===== src/rtl/mini_src_control_unit_if.sv =====
// Control bus between the Mini SRC control sequencer and its datapath.
// master: the control unit (consumes stop/ir/con_ff, drives every strobe).
// slave:  the datapath side (drives stop/ir/con_ff, consumes every strobe).
//   stop        halt request, honoured only at an instruction boundary
//   ir          instruction register, opcode in ir[31:27]
//   con_ff      branch condition flip-flop
//   *out        bus drive selects      *en   register load enables
//   Read/Write  memory strobes         Gra..incPC  select/encode and branch controls
//   alu_control ALU operation code     run   high while executing
//   step        current state code (debug)
interface mini_src_control_unit_if;
  logic        stop;
  logic [31:0] ir;
  logic        con_ff;

  logic PCout, ZHIout, ZLOout, MDRout, HIout, LOout, Cout;
  logic PCen, IRen, MARen, MDRen, Yen, ZHIen, ZLOen, HIen, LOen;
  logic Read, Write;
  logic Gra, Grb, Grc, Rin, Rout, BAout, ConIn, incPC;
  logic [4:0] alu_control;
  logic       run;
  logic [3:0] step;

  modport master (
    input  stop, ir, con_ff,
    output PCout, ZHIout, ZLOout, MDRout, HIout, LOout, Cout,
    output PCen, IRen, MARen, MDRen, Yen, ZHIen, ZLOen, HIen, LOen,
    output Read, Write,
    output Gra, Grb, Grc, Rin, Rout, BAout, ConIn, incPC,
    output alu_control, run, step
  );

  modport slave (
    output stop, ir, con_ff,
    input  PCout, ZHIout, ZLOout, MDRout, HIout, LOout, Cout,
    input  PCen, IRen, MARen, MDRen, Yen, ZHIen, ZLOen, HIen, LOen,
    input  Read, Write,
    input  Gra, Grb, Grc, Rin, Rout, BAout, ConIn, incPC,
    input  alu_control, run, step
  );
endinterface


===== src/rtl/mini_src_control_unit.sv =====
// Hardwired Moore control sequencer for the Mini SRC datapath.
// Fetch runs T0-T2, then per-opcode execute steps T3-T7; outputs decode from the
// registered state plus ir[31:27] (and con_ff in the branch T6 step).
// Ports:
//   clk  rising-edge clock
//   clr  asynchronous active-high reset, forces RESET with all outputs low
//   bus  control bus (master side), see mini_src_control_unit_if
// step codes: RESET=0, T0..T7=1..8, HALT=15.
module mini_src_control_unit (
  input logic                           clk,
  input logic                           clr,
  mini_src_control_unit_if.master       bus
);

  typedef enum logic [3:0] {
    StReset = 4'd0,
    StT0    = 4'd1,
    StT1    = 4'd2,
    StT2    = 4'd3,
    StT3    = 4'd4,
    StT4    = 4'd5,
    StT5    = 4'd6,
    StT6    = 4'd7,
    StT7    = 4'd8,
    StHalt  = 4'd15
  } state_e;

  localparam logic [4:0] OpLd   = 5'b00000;
  localparam logic [4:0] OpLdi  = 5'b00001;
  localparam logic [4:0] OpSt   = 5'b00010;
  localparam logic [4:0] OpAdd  = 5'b00011;
  localparam logic [4:0] OpShl  = 5'b01011;
  localparam logic [4:0] OpAddi = 5'b01100;
  localparam logic [4:0] OpOri  = 5'b01110;
  localparam logic [4:0] OpMul  = 5'b01111;
  localparam logic [4:0] OpDiv  = 5'b10000;
  localparam logic [4:0] OpBr   = 5'b10011;
  localparam logic [4:0] OpJr   = 5'b10100;
  localparam logic [4:0] OpMfhi = 5'b11000;
  localparam logic [4:0] OpMflo = 5'b11001;
  localparam logic [4:0] OpHalt = 5'b11011;

  state_e     state_q, state_d;
  state_e     last_st;
  logic [4:0] opcode;
  logic       unused_ir;

  assign opcode    = bus.ir[31:27];
  assign unused_ir = ^bus.ir[26:0];

  always_ff @(posedge clk or posedge clr) begin
    if (clr) state_q <= StReset;
    else     state_q <= state_d;
  end

  // Final execute step of each opcode; nop, halt and unlisted opcodes end in T3.
  always_comb begin
    case (opcode) inside
      OpLd, OpSt:              last_st = StT7;
      OpLdi, [OpAdd:OpOri]:    last_st = StT5;
      OpMul, OpDiv, OpBr:      last_st = StT6;
      default:                 last_st = StT3;
    endcase
  end

  always_comb begin
    state_d = state_q;
    unique case (state_q)
      StReset: state_d = StT0;
      StT0:    state_d = StT1;
      StT1:    state_d = StT2;
      StT2:    state_d = StT3;
      StHalt:  state_d = StHalt;
      default: begin
        // stop only matters on the edge that closes the instruction
        if (state_q == last_st) state_d = (bus.stop || opcode == OpHalt) ? StHalt : StT0;
        else                    state_d = state_e'(state_q + 4'd1);
      end
    endcase
  end

  always_comb begin
    bus.PCout = 1'b0; bus.ZHIout = 1'b0; bus.ZLOout = 1'b0; bus.MDRout = 1'b0;
    bus.HIout = 1'b0; bus.LOout = 1'b0; bus.Cout = 1'b0;
    bus.PCen = 1'b0; bus.IRen = 1'b0; bus.MARen = 1'b0; bus.MDRen = 1'b0; bus.Yen = 1'b0;
    bus.ZHIen = 1'b0; bus.ZLOen = 1'b0; bus.HIen = 1'b0; bus.LOen = 1'b0;
    bus.Read = 1'b0; bus.Write = 1'b0;
    bus.Gra = 1'b0; bus.Grb = 1'b0; bus.Grc = 1'b0; bus.Rin = 1'b0; bus.Rout = 1'b0;
    bus.BAout = 1'b0; bus.ConIn = 1'b0; bus.incPC = 1'b0;
    bus.alu_control = 5'd0;
    bus.run  = (state_q != StReset) && (state_q != StHalt);
    bus.step = state_q;

    unique case (state_q)
      StT0: begin
        bus.PCout = 1'b1; bus.MARen = 1'b1; bus.incPC = 1'b1; bus.ZLOen = 1'b1;
        bus.alu_control = OpAdd;
      end
      StT1: begin bus.ZLOout = 1'b1; bus.PCen = 1'b1; bus.Read = 1'b1; bus.MDRen = 1'b1; end
      StT2: begin bus.MDRout = 1'b1; bus.IRen = 1'b1; end
      StT3: begin
        case (opcode) inside
          OpLd, OpLdi, OpSt:      begin bus.Grb = 1'b1; bus.BAout = 1'b1; bus.Yen = 1'b1; end
          [OpAdd:OpOri]:          begin bus.Grb = 1'b1; bus.Rout = 1'b1; bus.Yen = 1'b1; end
          OpMul, OpDiv:           begin bus.Gra = 1'b1; bus.Rout = 1'b1; bus.Yen = 1'b1; end
          OpBr:                   begin bus.Gra = 1'b1; bus.Rout = 1'b1; bus.ConIn = 1'b1; end
          OpJr:                   begin bus.Gra = 1'b1; bus.Rout = 1'b1; bus.PCen = 1'b1; end
          OpMfhi:                 begin bus.HIout = 1'b1; bus.Gra = 1'b1; bus.Rin = 1'b1; end
          OpMflo:                 begin bus.LOout = 1'b1; bus.Gra = 1'b1; bus.Rin = 1'b1; end
          default: ;
        endcase
      end
      StT4: begin
        case (opcode) inside
          OpLd, OpLdi, OpSt: begin bus.Cout = 1'b1; bus.ZLOen = 1'b1; bus.alu_control = OpAdd; end
          [OpAdd:OpShl]: begin
            bus.Grc = 1'b1; bus.Rout = 1'b1; bus.ZLOen = 1'b1; bus.alu_control = opcode;
          end
          [OpAddi:OpOri]: begin bus.Cout = 1'b1; bus.ZLOen = 1'b1; bus.alu_control = opcode; end
          OpMul, OpDiv: begin
            bus.Grb = 1'b1; bus.Rout = 1'b1; bus.ZHIen = 1'b1; bus.ZLOen = 1'b1;
            bus.alu_control = opcode;
          end
          OpBr:    begin bus.PCout = 1'b1; bus.Yen = 1'b1; end
          default: ;
        endcase
      end
      StT5: begin
        case (opcode) inside
          OpLd, OpSt:            begin bus.ZLOout = 1'b1; bus.MARen = 1'b1; end
          OpLdi, [OpAdd:OpOri]:  begin bus.ZLOout = 1'b1; bus.Gra = 1'b1; bus.Rin = 1'b1; end
          OpMul, OpDiv:          begin bus.ZLOout = 1'b1; bus.LOen = 1'b1; end
          OpBr: begin bus.Cout = 1'b1; bus.ZLOen = 1'b1; bus.alu_control = OpAdd; end
          default: ;
        endcase
      end
      StT6: begin
        case (opcode) inside
          OpLd:         begin bus.Read = 1'b1; bus.MDRen = 1'b1; end
          OpSt:         begin bus.Gra = 1'b1; bus.Rout = 1'b1; bus.MDRen = 1'b1; end
          OpMul, OpDiv: begin bus.ZHIout = 1'b1; bus.HIen = 1'b1; end
          OpBr:         begin bus.ZLOout = bus.con_ff; bus.PCen = bus.con_ff; end
          default: ;
        endcase
      end
      StT7: begin
        case (opcode) inside
          OpLd:    begin bus.MDRout = 1'b1; bus.Gra = 1'b1; bus.Rin = 1'b1; end
          OpSt:    bus.Write = 1'b1;
          default: ;
        endcase
      end
      default: ;
    endcase
  end

endmodule


===== src/flat_wrapper.sv =====
// flat-port wrapper written by rule: the top's interface ports become plain ports
module mini_src_control_unit_flat 
  (clk, clr, bus_stop, bus_ir, bus_con_ff, bus_PCout, bus_ZHIout, bus_ZLOout, bus_MDRout, bus_HIout, bus_LOout, bus_Cout, bus_PCen, bus_IRen, bus_MARen, bus_MDRen, bus_Yen, bus_ZHIen, bus_ZLOen, bus_HIen, bus_LOen, bus_Read, bus_Write, bus_Gra, bus_Grb, bus_Grc, bus_Rin, bus_Rout, bus_BAout, bus_ConIn, bus_incPC, bus_alu_control, bus_run, bus_step);
  mini_src_control_unit_if bus_i ();
  input logic clk;
  input logic clr;
  input wire logic [$bits(bus_i.stop)-1:0] bus_stop;
  input wire logic [$bits(bus_i.ir)-1:0] bus_ir;
  input wire logic [$bits(bus_i.con_ff)-1:0] bus_con_ff;
  output wire logic [$bits(bus_i.PCout)-1:0] bus_PCout;
  output wire logic [$bits(bus_i.ZHIout)-1:0] bus_ZHIout;
  output wire logic [$bits(bus_i.ZLOout)-1:0] bus_ZLOout;
  output wire logic [$bits(bus_i.MDRout)-1:0] bus_MDRout;
  output wire logic [$bits(bus_i.HIout)-1:0] bus_HIout;
  output wire logic [$bits(bus_i.LOout)-1:0] bus_LOout;
  output wire logic [$bits(bus_i.Cout)-1:0] bus_Cout;
  output wire logic [$bits(bus_i.PCen)-1:0] bus_PCen;
  output wire logic [$bits(bus_i.IRen)-1:0] bus_IRen;
  output wire logic [$bits(bus_i.MARen)-1:0] bus_MARen;
  output wire logic [$bits(bus_i.MDRen)-1:0] bus_MDRen;
  output wire logic [$bits(bus_i.Yen)-1:0] bus_Yen;
  output wire logic [$bits(bus_i.ZHIen)-1:0] bus_ZHIen;
  output wire logic [$bits(bus_i.ZLOen)-1:0] bus_ZLOen;
  output wire logic [$bits(bus_i.HIen)-1:0] bus_HIen;
  output wire logic [$bits(bus_i.LOen)-1:0] bus_LOen;
  output wire logic [$bits(bus_i.Read)-1:0] bus_Read;
  output wire logic [$bits(bus_i.Write)-1:0] bus_Write;
  output wire logic [$bits(bus_i.Gra)-1:0] bus_Gra;
  output wire logic [$bits(bus_i.Grb)-1:0] bus_Grb;
  output wire logic [$bits(bus_i.Grc)-1:0] bus_Grc;
  output wire logic [$bits(bus_i.Rin)-1:0] bus_Rin;
  output wire logic [$bits(bus_i.Rout)-1:0] bus_Rout;
  output wire logic [$bits(bus_i.BAout)-1:0] bus_BAout;
  output wire logic [$bits(bus_i.ConIn)-1:0] bus_ConIn;
  output wire logic [$bits(bus_i.incPC)-1:0] bus_incPC;
  output wire logic [$bits(bus_i.alu_control)-1:0] bus_alu_control;
  output wire logic [$bits(bus_i.run)-1:0] bus_run;
  output wire logic [$bits(bus_i.step)-1:0] bus_step;
  assign bus_i.stop = bus_stop;
  assign bus_i.ir = bus_ir;
  assign bus_i.con_ff = bus_con_ff;
  assign bus_PCout = bus_i.PCout;
  assign bus_ZHIout = bus_i.ZHIout;
  assign bus_ZLOout = bus_i.ZLOout;
  assign bus_MDRout = bus_i.MDRout;
  assign bus_HIout = bus_i.HIout;
  assign bus_LOout = bus_i.LOout;
  assign bus_Cout = bus_i.Cout;
  assign bus_PCen = bus_i.PCen;
  assign bus_IRen = bus_i.IRen;
  assign bus_MARen = bus_i.MARen;
  assign bus_MDRen = bus_i.MDRen;
  assign bus_Yen = bus_i.Yen;
  assign bus_ZHIen = bus_i.ZHIen;
  assign bus_ZLOen = bus_i.ZLOen;
  assign bus_HIen = bus_i.HIen;
  assign bus_LOen = bus_i.LOen;
  assign bus_Read = bus_i.Read;
  assign bus_Write = bus_i.Write;
  assign bus_Gra = bus_i.Gra;
  assign bus_Grb = bus_i.Grb;
  assign bus_Grc = bus_i.Grc;
  assign bus_Rin = bus_i.Rin;
  assign bus_Rout = bus_i.Rout;
  assign bus_BAout = bus_i.BAout;
  assign bus_ConIn = bus_i.ConIn;
  assign bus_incPC = bus_i.incPC;
  assign bus_alu_control = bus_i.alu_control;
  assign bus_run = bus_i.run;
  assign bus_step = bus_i.step;
  mini_src_control_unit u_core (.clk(clk), .clr(clr), .bus(bus_i));
endmodule

===== config.mk =====
export PLATFORM = sky130hd
export DESIGN_NAME = mini_src_control_unit_flat
export DESIGN_NICKNAME = d
export VERILOG_FILES = /design/src/rtl/mini_src_control_unit_if.sv /design/src/rtl/mini_src_control_unit.sv /design/src/flat_wrapper.sv
export SDC_FILE = /design/constraint.sdc
export NUM_CORES = 1
export LEC_CHECK = 0
export CAP_MARGIN = 20
export CELL_PAD_IN_SITES_DETAIL_PLACEMENT = 1
export CELL_PAD_IN_SITES_GLOBAL_PLACEMENT = 2
export CORE_MARGIN = 1.5
export CORE_UTILIZATION = 17
export DETAILED_ROUTE_END_ITERATION = 8
export GPL_TIMING_DRIVEN = 0
export PLACE_DENSITY_LB_ADDON = 0.1
export SKIP_LAST_GASP = 1
export SYNTH_ARGS = -nofsm -noshare
export SYNTH_HDL_FRONTEND = slang
export SYNTH_SLANG_ARGS = --single-unit

===== constraint.sdc =====
create_clock -name clk -period 5.59 [get_ports clk]
set_input_delay 1.677 -clock clk [delete_from_list [all_inputs] [get_ports clk]]
set_output_delay 1.677 -clock clk [all_outputs]
set_load 0.01 [all_outputs]

==> impl_metrics.tcl <==
set metrics [dict create \
    outcome "completed" \
    slew_viol_final 0 \
    whs_ps 698 \
    clk_path_buf_depth 2 \
    cts_max_level 1 \
    grt_pass1_wl_um 7350 \
    die_area_sq_um 6090 \
    ys_ff_latch 4 \
    cts_tree "done" \
    critPathBufInv 4 \
    setup_tns_ps 0 \
    numCtsBuffers 3 \
    place.gp.congestion 0.746 \
    worst_pin_slew_ps 630 \
    die_w_um 78.0 \
    synth_edf_count 0 \
    drt-initial-drc-count 34 \
    crit_top_cell "clkdlybuf4s50_1" \
    async_flop_share_pct 100 \
    powerDensity_nw_per_um2 385 \
    synth_area_leaders "dfrtp_1 10%, nand2_1 9.8%, nor2_1 8.2%" \
    multiInputGateArea_sq_um 776 \
    regArea_sq_um 100 \
    setup_viol 0 \
    crit_path_start_kind "input port" \
    grt_pass1_vias 1436 \
    cp_max_fo 10 \
    antenna_found_initial 0 \
    vias_per_cell 4.83 \
    ys.flop_type "dfrtp_1" \
    synth.avg_cell_area_sq_um 6.22 \
    dp.cells 269 \
    yosysSeqAreaShare_pct 10.5 \
    hold_violations 0 \
    first_pass_iters 4 \
    cp.arrival_ps 3800 \
    dp_slack_ps -506 \
    ys_types 46 \
    p_leak_nw 0.633 \
    antenna_left 0 \
    place_area_sq_um 1480 \
    ctsRootBufferMaster "clkbuf_8" \
    initial_core_util_pct 17.5 \
    overflow 0 \
    slew_headroom_pct 57.9 \
    io_pins 72 \
    drc 0 \
    fin_ws_ps 109 \
    io_buffers 43 \
    finalPower_uw 596 \
    postSynthNetCount 194 \
    cts_hold_buf 0 \
    rsz0062_at_grt "no" \
    yosys_warnings 0 \
    coreArea_sq_um 5470 \
    cp_slowest_cell "clkdlybuf4s50_1" \
    synth.most_common_cell "nand2_1" \
    worstPathCellList "clkdlybuf4s50_1 > clkbuf_8 > nand2_2 > or3_4 > inv_2 > a31oi_1 > nand2_1 > clkdlybuf4s50_1" \
    fp.dieH_um 78.0 \
    dpl.hpwl_um 3400 \
    grt_usage_pct 15.1 \
    synthToLayoutAreaGrowth_pct 62.0 \
    crit_family "buffers and inverters" \
    fillers 714 \
    netlist_instances 154 \
    finalCritPeriodShare_pct 98.1 \
    synth_top_cell_by_area "dfrtp_1" \
    synth_top_area_share_pct 10.5 \
    fin_util_pct 28.3 \
    clkLatencyLatePin_ps 220 \
    syn_area_sq_um 957 \
    hp-class "reg -> reg" \
    rows 27 \
    drv_cap 0 \
    irDropWorstVdd_uv 139 \
    cp-end-kind "output pin" \
    fmax_mhz 182 \
    clk_pin_slew_ps 30 \
    fin_nets 243 \
    path_class "in -> out" \
    largest_reg_flops 4 \
    stdcell_count 273 \
    avgRoutedWirePerCell_um 16.0 \
    cts_sinks 4 \
    routed_wl_um 4360 \
    vias 1319 \
    n_antenna_cell 0 \
    critPathRequiredTime_ps 3910 \
    drive_gt1_share_pct 10.4 \
    critical_path.max_stage_delay_ps 540 \
    yosys-top-cells-count "25 x nand2_1, 21 x nor2_1, 9 x o21ai_0" \
    skew_ps 0.390 \
    final_area_sq_um 1550 \
    grt_max_degree 11 \
    timing.final.crit_period_ps 5480 \
]
-- repair_timing --
action                     in CTS  in global routing
setup endpoints to repair      15                  4
resized for setup              13                  2
pin swaps                       1                  1
buffers inserted                1                  0
-- path summary, 6_finish.rpt --
path                                    startpoint            endpoint  slack [ps]  cells past startpoint
worst min register to register  u_core.bus.step[0]  u_core.bus.step[0]         700                      1
max in group asynchronous                      clr  u_core.bus.step[2]        3790                      2
worst min-delay path            u_core.bus.step[0]  u_core.bus.step[0]         700                      1
min in group asynchronous                      clr  u_core.bus.step[1]        1650                      2
worst max register to register  u_core.bus.step[0]  u_core.bus.step[1]        3410                      8
worst max-delay path                    bus_ir[28]  bus_alu_control[1]         110                      8
-- placed cells by master, fill, tap and decap left out, types with 2 or more instances in the layout --
cell type,synthesis,final
a21oi_1,6,6
a31oi_1,4,4
and2_1,3,3
and3_1,3,3
buf_4,1,2
buf_6,1,2
clkbuf_1,8,6
clkbuf_8,0,4
clkdlybuf4s50_1,0,37
dfrtp_1,4,4
dlygate4sd2_1,0,5
ha_1,4,4
inv_1,7,7
nand2_1,25,24
nand2b_1,4,4
nand3_1,7,7
nand4_1,3,3
nor2_1,21,21
nor2b_1,2,2
nor3_1,5,5
nor4_1,3,3
o21ai_0,9,9
o22ai_1,4,4
o31ai_1,2,2
xor2_1,2,2
-- kinds of logic (layout without fill, tap and decap cells) --
kind of cell | Yosys count | in the layout | share of synthesized area (%)
fa+ha+maj | 4 | 4 | 5.23
mux | 1 | 1 | 1.57
buf+inv | 20 | 67 | 9.28
compound gates | 36 | 36 | 24.8
xor+xnor | 3 | 3 | 2.75
simple gates | 86 | 86 | 45.9
flops | 4 | 4 | 10.5
-- routing by layer --
| layer | track usage, % | wire, um | up-vias |
|---|---|---|---|
| li1 | - | - | 644 |
| met1 | 19.0 | 2000 | 647 |
| met2 | 27.9 | 2230 | 24 |
| met3 | 1.40 | 96 | 4 |
| met4 | 2.86 | 33 | 0 |
| met5 | 0 | 0 | - |
-- power by group --
group	leakage, nW	switching [mW]	internal, mW
clock network	0.0216	0.0146	0.0459
registers	0.0466	0.0240	0.0460
logic	0.565	0.254	0.211
-- layout make-up --
| class | instances | area share (%) |
|---|---|---|
| multi-input combinational | 130 | 50.0 |
| buffer | 12 | 5.08 |
| timing repair buffer | 44 | 28.0 |
| inverter | 8 | 1.94 |
| clock buffer | 3 | 2.66 |
| sequential | 4 | 6.46 |
| tap | 72 | 5.81 |
-- worst register-to-register path, stage by stage (launching register included) --
cell	delay (ps)
dfrtp_1	500
inv_1	110
ha_1	210
clkbuf_1	210
nor3_1	270
nand2b_1	80
a21oi_1	270
inv_1	100
o311a_1	300
Note: power is estimated with default switching activity, not from simulation.
